==> config.mk <==
export PLATFORM = sky130hd
export DESIGN_NAME = cluster_count_sequencer
export DESIGN_NICKNAME = d
export VERILOG_FILES = /design/src/rtl/cluster_count_sequencer.sv
export SDC_FILE = /design/constraint.sdc
export NUM_CORES = 1
export LEC_CHECK = 0
export ABC_AREA = 1
export CORE_ASPECT_RATIO = 1.1
export CORE_MARGIN = 8
export CORE_UTILIZATION = 50
export CTS_BUF_LIST = sky130_fd_sc_hd__clkbuf_8
export DETAILED_ROUTE_END_ITERATION = 8
export PLACE_DENSITY = 0.78
export SKIP_CTS_REPAIR_TIMING = 1
export SLEW_MARGIN = 10
export SYNTH_ARGS = -nofsm -noshare
export SYNTH_HDL_FRONTEND = slang
export SYNTH_SLANG_ARGS = --single-unit
==> constraint.sdc <==
create_clock -name clock -period 2.2 [get_ports clock]
set_input_delay 0.66 -clock clock [delete_from_list [all_inputs] [get_ports clock]]
set_output_delay 0.66 -clock clock [all_outputs]
set_load 0.05 [all_outputs]
==> src/rtl/cluster_count_sequencer.sv <==
// -----------------------------------------------------------------------------
// cluster_count_sequencer
//
// Issues latch pulses to an external cluster-counting pipeline, tracks each
// request through a fixed-latency tag pipe, and captures the returned count
// and overflow flag when the tag emerges. It also keeps running statistics
// and a hysteretic throttle indication driven by overflow runs.
//
// Ports
//   clock           in   sole clock, rising edge
//   reset_n         in   asynchronous active-low reset (release synchronised)
//   enable_i        in   sampling permitted when high
//   strobe_i        in   single-cycle sample request
//   clear_i         in   synchronous clear of max / sample / overflow stats
//   cnt_i           in   count returned by the pipeline (CNT_WIDTH)
//   overflow_i      in   overflow flag aligned with cnt_i
//   latch_o         out  registered latch pulse to the pipeline
//   valid_o         out  one-cycle pulse: cnt_o / ovf_o are fresh
//   cnt_o, ovf_o    out  last captured sample
//   max_cnt_o       out  largest captured count since reset/clear
//   ovf_total_o     out  saturating count of overflow samples
//   sample_total_o  out  saturating count of samples
//   throttle_o      out  high while the throttle FSM is in THROTTLE
// -----------------------------------------------------------------------------
module cluster_count_sequencer #(
    parameter int LATENCY    = 9,
    parameter int CNT_WIDTH  = 11,
    parameter int ENTER_N    = 4,
    parameter int EXIT_N     = 8,
    parameter int STAT_WIDTH = 16
) (
    input  logic                  clock,
    input  logic                  reset_n,
    input  logic                  enable_i,
    input  logic                  strobe_i,
    input  logic                  clear_i,
    input  logic [CNT_WIDTH-1:0]  cnt_i,
    input  logic                  overflow_i,
    output logic                  latch_o,
    output logic                  valid_o,
    output logic [CNT_WIDTH-1:0]  cnt_o,
    output logic                  ovf_o,
    output logic [CNT_WIDTH-1:0]  max_cnt_o,
    output logic [STAT_WIDTH-1:0] ovf_total_o,
    output logic [STAT_WIDTH-1:0] sample_total_o,
    output logic                  throttle_o
);

    localparam int RUN_MAX = (ENTER_N > EXIT_N) ? ENTER_N : EXIT_N;
    localparam int RUN_W   = $clog2(RUN_MAX + 1);
    localparam logic [STAT_WIDTH-1:0] STAT_ALL_ONES = {STAT_WIDTH{1'b1}};

    typedef enum logic {
        ST_NORMAL   = 1'b0,
        ST_THROTTLE = 1'b1
    } state_t;

    logic [1:0]            rst_sync_q;
    logic                  latch_q;
    logic [LATENCY-1:0]    tag_q;
    logic                  capture;
    logic                  valid_q;
    logic [CNT_WIDTH-1:0]  cnt_q;
    logic                  ovf_q;
    logic [CNT_WIDTH-1:0]  max_q, max_d;
    logic [STAT_WIDTH-1:0] ovf_tot_q, ovf_tot_d;
    logic [STAT_WIDTH-1:0] smp_tot_q, smp_tot_d;
    state_t                state_q, state_d;
    logic [RUN_W-1:0]      run_q, run_d;

    // Two-stage release synchroniser: new latches are only issued once the
    // deasserted reset has propagated through both stages.
    always_ff @(posedge clock or negedge reset_n) begin
        if (!reset_n) begin
            rst_sync_q <= 2'b00;
        end else begin
            rst_sync_q <= {rst_sync_q[0], 1'b1};
        end
    end

    always_ff @(posedge clock or negedge reset_n) begin
        if (!reset_n) begin
            latch_q <= 1'b0;
        end else begin
            latch_q <= strobe_i & enable_i & rst_sync_q[1];
        end
    end

    // Tag pipe: one bit per stage, so every cycle can carry its own request
    // and back-to-back strobes come out back-to-back.
    always_ff @(posedge clock or negedge reset_n) begin
        if (!reset_n) begin
            tag_q[0] <= 1'b0;
        end else begin
            tag_q[0] <= latch_q;
        end
    end

    generate
        for (genvar gi = 1; gi < LATENCY; gi++) begin : g_tag
            always_ff @(posedge clock or negedge reset_n) begin
                if (!reset_n) begin
                    tag_q[gi] <= 1'b0;
                end else begin
                    tag_q[gi] <= tag_q[gi-1];
                end
            end
        end
    endgenerate

    // The pipeline's data is valid exactly while the oldest tag is present.
    assign capture = tag_q[LATENCY-1];

    always_ff @(posedge clock or negedge reset_n) begin
        if (!reset_n) begin
            valid_q <= 1'b0;
            cnt_q   <= '0;
            ovf_q   <= 1'b0;
        end else begin
            valid_q <= capture;
            if (capture) begin
                cnt_q <= cnt_i;
                ovf_q <= overflow_i;
            end
        end
    end

    // Statistics are folded in on the capture edge so they are current in the
    // same cycle valid_o is high. A coincident clear discards the sample.
    always_comb begin
        max_d     = max_q;
        ovf_tot_d = ovf_tot_q;
        smp_tot_d = smp_tot_q;
        if (clear_i) begin
            max_d     = '0;
            ovf_tot_d = '0;
            smp_tot_d = '0;
        end else if (capture) begin
            if (cnt_i > max_q) begin
                max_d = cnt_i;
            end
            if (smp_tot_q != STAT_ALL_ONES) begin
                smp_tot_d = smp_tot_q + 1'b1;
            end
            if (overflow_i && (ovf_tot_q != STAT_ALL_ONES)) begin
                ovf_tot_d = ovf_tot_q + 1'b1;
            end
        end
    end

    always_ff @(posedge clock or negedge reset_n) begin
        if (!reset_n) begin
            max_q     <= '0;
            ovf_tot_q <= '0;
            smp_tot_q <= '0;
        end else begin
            max_q     <= max_d;
            ovf_tot_q <= ovf_tot_d;
            smp_tot_q <= smp_tot_d;
        end
    end

    // Throttle FSM: the run counter only moves on captured samples and is
    // zeroed on the transition, so it never exceeds max(ENTER_N, EXIT_N)-1.
    always_ff @(posedge clock or negedge reset_n) begin
        if (!reset_n) begin
            state_q <= ST_NORMAL;
            run_q   <= '0;
        end else begin
            state_q <= state_d;
            run_q   <= run_d;
        end
    end

    always_comb begin
        state_d = state_q;
        run_d   = run_q;
        if (capture) begin
            case (state_q)
                ST_NORMAL: begin
                    if (!overflow_i) begin
                        run_d = '0;
                    end else if (run_q == RUN_W'(ENTER_N - 1)) begin
                        state_d = ST_THROTTLE;
                        run_d   = '0;
                    end else begin
                        run_d = run_q + 1'b1;
                    end
                end
                default: begin
                    if (overflow_i) begin
                        run_d = '0;
                    end else if (run_q == RUN_W'(EXIT_N - 1)) begin
                        state_d = ST_NORMAL;
                        run_d   = '0;
                    end else begin
                        run_d = run_q + 1'b1;
                    end
                end
            endcase
        end
    end

    assign latch_o        = latch_q;
    assign valid_o        = valid_q;
    assign cnt_o          = cnt_q;
    assign ovf_o          = ovf_q;
    assign max_cnt_o      = max_q;
    assign ovf_total_o    = ovf_tot_q;
    assign sample_total_o = smp_tot_q;
    assign throttle_o     = (state_q == ST_THROTTLE);

endmodule

==> summary.md, run 1 <==
| Metric | Value |
|---|---|
| Htree depth | `3` |
| Share of cells above drive strength 1 | `16.2%` |
| Total congestion overflow | `0` |
| Final cell count without fillers | `721` |
| Placed Cells incl. Taps | `705` |
| Inserted Clock Buffers | `9` |
| Hpwl dp | `7.28 mm` |
| CORE AREA | `7780 um^2` |
| Synth Flop Type | `dfrtp_1` |
| First-pass GRT wire length | `17.0 mm` |
| Cell count after synthesis | `516` |
| Min Clock Period, post-route | `2170 ps` |
| Final hold viol count | `0` |
| RSZ-0062 raised after global routing | `false` |
| Largest net degree at the start of global routing | `74` |
| Synthesized area per cell | `7.66 um^2` |
| Post-synthesis cell area | `3950 um^2` |
| Commonest non-fill, non-tap cells in the layout | `nand2_1 (191), dfrtp_1 (73), buf_4 (66), nor2_1 (51), inv_1 (41)` |
| Via Count | `3682` |
| Total chip power | `3.22 mW` |
| Clock Tree Root | `clkbuf_8` |
| Routed Wire Length | `9.97 mm` |
| Max Clock Freq | `462 MHz` |
| # DRC | `0` |
| Met2 wire length | `4.88 mm` |
| Max-Cap Viols | `0` |
| Worst path bufs/invs | `1` |
| Setup crit end kind | `output port` |
| Post-synth EDFFs | `0` |
| Area leader, netlist | `dfrtp_1` |
| Yosys reg bits | `73` |
| Crit-path slowest cell | `clkdlybuf4s50_1` |
| DRT iter0 DRCs | `217` |
| Top post-synthesis cells by area | `dfrtp_1 (46%), nand2_1 (18%), nor2_1 (4.8%)` |
| Fin. max-slew vios | `0` |
| Crit-path leading delay family | `buffers and inverters` |
| Sink Count | `73` |
| Mapped Nets | `547` |
| Die area | `11000 um^2` |
| Die W | `101 um` |
| CTS Buffer Depth | `2` |
| Critical path peak fanout | `2` |
| Worst path max stage delay | `810 ps` |
| Pre-CTS setup slack | `-308 ps` |
| CTS tree | `built` |
| Met1 WL | `4.47 mm` |
| Critical path data arrival time | `1510 ps` |
| Ports | `75` |
| Status | `finished, final reports clean` |
| P per Cell Area | `637 nW/um^2` |
| Buffers on Ports | `74` |
| Clk slew on worst S/H paths | `90 ps` |
| Row cnt | `34` |
| Antenna-violating nets left | `0` |
| Req. time, crit path | `1540 ps` |
| Number of global-route vias before repair | `3725` |
| Initial Util | `50.8%` |
| Final Cycle Share | `98.5%` |
| Commonest non-fill, non-tap cell in the layout | `nand2_1` |
| Clock skew | `10.8 ps` |
| Clk Latency, worst-skew pair | `340 ps` |
| Yosys top cell area share | `46.2%` |
| Slew HR | `64.0%` |
| Synthesis-to-finish area growth | `27.7%` |
| Vias per cell | `5.11` |
| # diodes | `0` |
| Ys async rst share | `100%` |
| Crit-path cells | `clkdlybuf4s50_1` |
| Drt pass-1 iters | `4` |
| Worst hold path class | `in -> async` |
| Fin worst setup slack | `33.3 ps` |
| Sequential area share after synthesis | `46.2%` |
| Tot GR Track Use | `19.1%` |
| Final Wtd Congestion | `0.837` |
| Startpoint types | `flop` |
| Final net count | `639` |
| Synth unique cells | `33` |
| WL/cell | `13.8 um` |
| WS Path Type | `reg -> out` |
| WL met3 | `467 um` |
| Max VDD drop | `0.488 mV` |
| # setup viols final | `0` |
| Leakage Power | `2.58 nW` |
| Initial antenna violation count | `0` |
| Top routing layer used | `met4` |
| Worst Max-Slew Pin Slew | `536 ps` |
| Yosys warns | `0` |
| Die Ht | `109 um` |
kinds of logic (layout without fill, tap and decap cells):
family / count (synthesis) / in the layout / synth area share (%)
other: 1 / 1 / 0.0948
XOR/XNOR: 14 / 14 / 3.10
AO/OA/AOI/OAI: 34 / 34 / 4.91
buffers and inverters: 61 / 158 / 6.49
adder cells (fa/ha/maj): 14 / 14 / 4.43
AND/OR/NAND/NOR: 319 / 319 / 34.8
flip-flops: 73 / 73 / 46.2
worst register-to-register path, cell delays in order (launching register included):
cell	delay, ps
dfrtp_1	450
ha_1	270
nand3_2	170
nor2_4	160
nand4_1	100
nand2_1	120
nand2_4	60
buf_4	200
o21ai_0	210
area by class of cell:
type,count,area (um^2)
inverters,45,170
repair buffers,97,838
flip-flops and latches,73,1830
fillers,675,2740
multi-input cells,382,1870
well taps,108,135
clock buffers,10,138
clock inverters,6,66.3
power breakdown:
part	total [mW]	switching (mW)	internal (mW)
Clock	1.07	0.509	0.559
Sequential	1.49	0.0685	1.42
Combinational	0.655	0.436	0.219
worst paths after layout:
kind / start / to / slack (ps) / depth (start not counted)
max reg2reg: ovf_total_o[0] / ovf_total_o[3] / 360 / 8
max: cnt_o[5] / cnt_o[5] / 30 / 1
min: reset_n / rst_sync_q[1] / 330 / 2
min reg2reg: rst_sync_q[0] / rst_sync_q[1] / 350 / 0
max in group asynchronous: reset_n / ovf_total_o[1] / 1550 / 2
min in group clock: rst_sync_q[0] / rst_sync_q[1] / 350 / 0
metrics by stage:
step                utilization, %  instance area [um^2]  TNS [ps]  hold slack, ps
floorplan                        -                  3950         0             331
global placement              62.0                  4820     -1820             334
detailed placement            62.0                  4820     -3110             336
CTS                           64.6                  5030     -4.63             349
global route                  64.8                  5050         0             357
finish                        64.8                  5050         0             331
cell usage after synthesis, types with 6 or more instances:
cell / count
nand3_1: 35
nand4_1: 25
inv_1: 41
xor2_1: 12
clkbuf_1: 8
o21ai_1: 6
dfrtp_1: 73
nand2_1: 192
o21bai_1: 7
o21ai_0: 14
ha_1: 14
nor2_1: 51
routing by layer:
metal	track usage, %	vias up
li1	-	1834
met1	23.3	1758
met2	32.7	76
met3	4.15	14
met4	6.81	0
met5	0	-
sequential cells by signal (all words and copies together), names as in the netlist, 2 cells and up:
signal	flops
ovf_total_o	16
sample_total_o	16
cnt_o	11
max_cnt_o	11
tag_q	8
run_q	4
rst_sync_q	2
Note: power is estimated with default switching activity, not from simulation.
==> inputs of run 2 (changes only) <==
- HOLD_SLACK_MARGIN: unset -> 0.1
- SETUP_SLACK_MARGIN: unset -> 0.05
==> summary.md, run 2 (same netlist as run 1, synthesis figures left out) <==
| Metric | Value |
|---|---|
| Status | `finished, final reports clean (unchanged)` |
| Final hold viol count | `0 (unchanged)` |
| Clock skew | `7.39 ps (was 10.8 ps)` |
| Row cnt | `34 (unchanged)` |
| Sink Count | `73 (unchanged)` |
| Final Cycle Share | `90.8% (was 98.5%)` |
| Die area | `11000 um^2 (unchanged)` |
| Placed inst area | `4820 um^2 (unchanged)` |
| CORE AREA | `7780 um^2 (unchanged)` |
| P per Cell Area | `633 nW/um^2 (was 637 nW/um^2)` |
| Antenna-violating nets left | `0 (unchanged)` |
| DRT iter0 DRCs | `198 (was 217)` |
| Slew HR | `63.9% (was 64.0%)` |
| Routed Wire Length | `10.0 mm (was 9.97 mm)` |
| Die W | `101 um (unchanged)` |
| Share of cells above drive strength 1 | `16.3% (was 16.2%)` |
| Fin. max-slew vios | `0 (unchanged)` |
| WL/cell | `13.9 um (was 13.8 um)` |
| Crit-path cells | `clkdlybuf4s50_1, ha_1, nand2_1, nor2_1, nand3b_1, nand2_1, inv_1, buf_4, nand4_1, nand2_1 (was clkdlybuf4s50_1)` |
| CTS Buffer Depth | `2 (unchanged)` |
| Reg-to-reg startpoint | `ovf_total_o[0] (unchanged)` |
| Critical path data arrival time | `2230 ps (was 1510 ps)` |
| Buffers on Ports | `74 (unchanged)` |
| Reg2Reg Depth | `8 (unchanged)` |
| # DRC | `0 (unchanged)` |
| Die Ht | `109 um (unchanged)` |
| Cell area after layout | `5080 um^2 (was 5050 um^2)` |
| Worst path max stage delay | `440 ps (was 810 ps)` |
| Inserted Clock Buffers | `9 (unchanged)` |
| FF+latch area | `1830 um^2 (unchanged)` |
| Startpoint types | `input pin (was flop)` |
| Max VDD drop | `0.489 mV (was 0.488 mV)` |
| Crit-path leading delay family | `buffers and inverters (unchanged)` |
| RSZ-0062 raised after global routing | `false (unchanged)` |
| Min Clock Period, post-route | `2000 ps (was 2170 ps)` |
| Number of global-route vias before repair | `3725 (unchanged)` |
| Commonest non-fill, non-tap cells in the layout | `nand2_1 (191), dfrtp_1 (73), buf_4 (65), nor2_1 (51), inv_1 (41) (was nand2_1 (191), dfrtp_1 (73), buf_4 (66), nor2_1 (51), inv_1 (41))` |
| Critical path peak fanout | `10 (was 2)` |
| Ports | `75 (unchanged)` |
| Synthesis-to-finish area growth | `28.4% (was 27.7%)` |
| Setup crit end kind | `flop (was output port)` |
| CTS tree | `built (unchanged)` |
| Worst path bufs/invs | `3 (was 1)` |
| Multi-input gate area | `1880 um^2 (was 1870 um^2)` |
| Total congestion overflow | `0 (unchanged)` |
| Largest net degree at the start of global routing | `74 (unchanged)` |
| Htree depth | `3 (unchanged)` |
| Initial antenna violation count | `0 (unchanged)` |
| Leakage Power | `2.66 nW (was 2.58 nW)` |
| Final Wtd Congestion | `0.837 (unchanged)` |
| Drt pass-1 iters | `4 (unchanged)` |
| Max-Cap Viols | `0 (unchanged)` |
| CP most frequent cell | `nand2_1` |
| Reg-to-reg slack, setup | `360 ps (about the same)` |
| First-pass GRT wire length | `17.0 mm (unchanged)` |
| Commonest non-fill, non-tap cell in the layout | `nand2_1 (unchanged)` |
| Clk Latency, worst-skew pair | `330 ps (was 340 ps)` |
| Vias per cell | `5.12 (was 5.11)` |
| Initial Util | `50.8% (unchanged)` |
| WS Path Type | `in -> reg (was reg -> out)` |
| # setup viols final | `0 (unchanged)` |
| # fillers | `667 (was 675)` |
| RR Endpoint | `ovf_total_o[3] (unchanged)` |
| Worst Max-Slew Pin Slew | `538 ps (was 536 ps)` |
| Clk slew on worst S/H paths | `80 ps (was 90 ps)` |
| Hpwl dp | `7.28 mm (unchanged)` |
| Req. time, crit path | `2430 ps (was 1540 ps)` |
| Crit-path slowest cell | `clkdlybuf4s50_1 (unchanged)` |
| Via Count | `3694 (was 3682)` |
| Tot GR Track Use | `19.1% (unchanged)` |
| Post-layout util | `65.2% (was 64.8%)` |
| Final net count | `639 (unchanged)` |
| # diodes | `0 (unchanged)` |
| Clock Tree Root | `clkbuf_8 (unchanged)` |
| Max Clock Freq | `500 MHz (was 462 MHz)` |
| Worst hold path class | `in -> async (unchanged)` |
-- run 2: changes by cell type in the layout (fill, tap and decap cells not counted), sizes merged --
cell,before,now
clkdlybuf4s50,21,15
dlymetal6s2s,7,13
-- run 2: worst max-delay path by stage --
stage | from | end | cells after the start
floorplan | ovf_total_o[0] | ovf_total_o[2] | 9
global placement | cnt_i[6] | max_cnt_o[8] | 11
detailed placement | cnt_i[8] | max_cnt_o[0] | 11
CTS | cnt_o[2] | cnt_o[2] | 1
global route | cnt_i[8] | max_cnt_o[7] | 10
finish | cnt_i[8] | max_cnt_o[3] | 10
-- run 2: worst register-to-register path, stage by stage (launching register included) --
cell and delay [ps]:
dfrtp_1 450, ha_1 280, nand3_2 170, nor2_4 160, nand4_1 100, nand2_1 120
nand2_4 60, buf_4 200, o21ai_0 210
-- run 2: metal layers --
layer	vias up	part of all wire [%]	GRT usage, %
met4	0	1.7	6.81
met3	15	4.9	4.15
li1	1836	-	-
met2	92	49	32.7
met5	-	0	0
met1	1751	45	23.3
-- run 2: area by class of cell --
type / count / share of cell area, %
inverter: 45 / 3.35
sequential: 73 / 36.0
timing repair buffer: 97 / 16.9
tap: 108 / 2.66
multi-input combinational: 382 / 37.1
clock buffer: 10 / 2.71
clock inverter: 6 / 1.31
-- run 2: stage by stage --
stage	std cells	TNS, ps	power, mW	hold WS [ps]	setup WS, ps
finish	721	0	3.21	338	201
global route	721	0	3.36	357	59.4
CTS	721	-4.63	3.25	349	-4.63
detailed placement	705	-3110	2.18	336	-308
global placement	705	-1820	2.16	334	-169
floorplan	516	0	1.91	331	265
-- run 2: where the power goes --
part           leakage, nW  switching (mW)  internal [mW]
Sequential           0.974          0.0677           1.42
Clock                0.107           0.504          0.559
Combinational         1.58           0.438          0.220
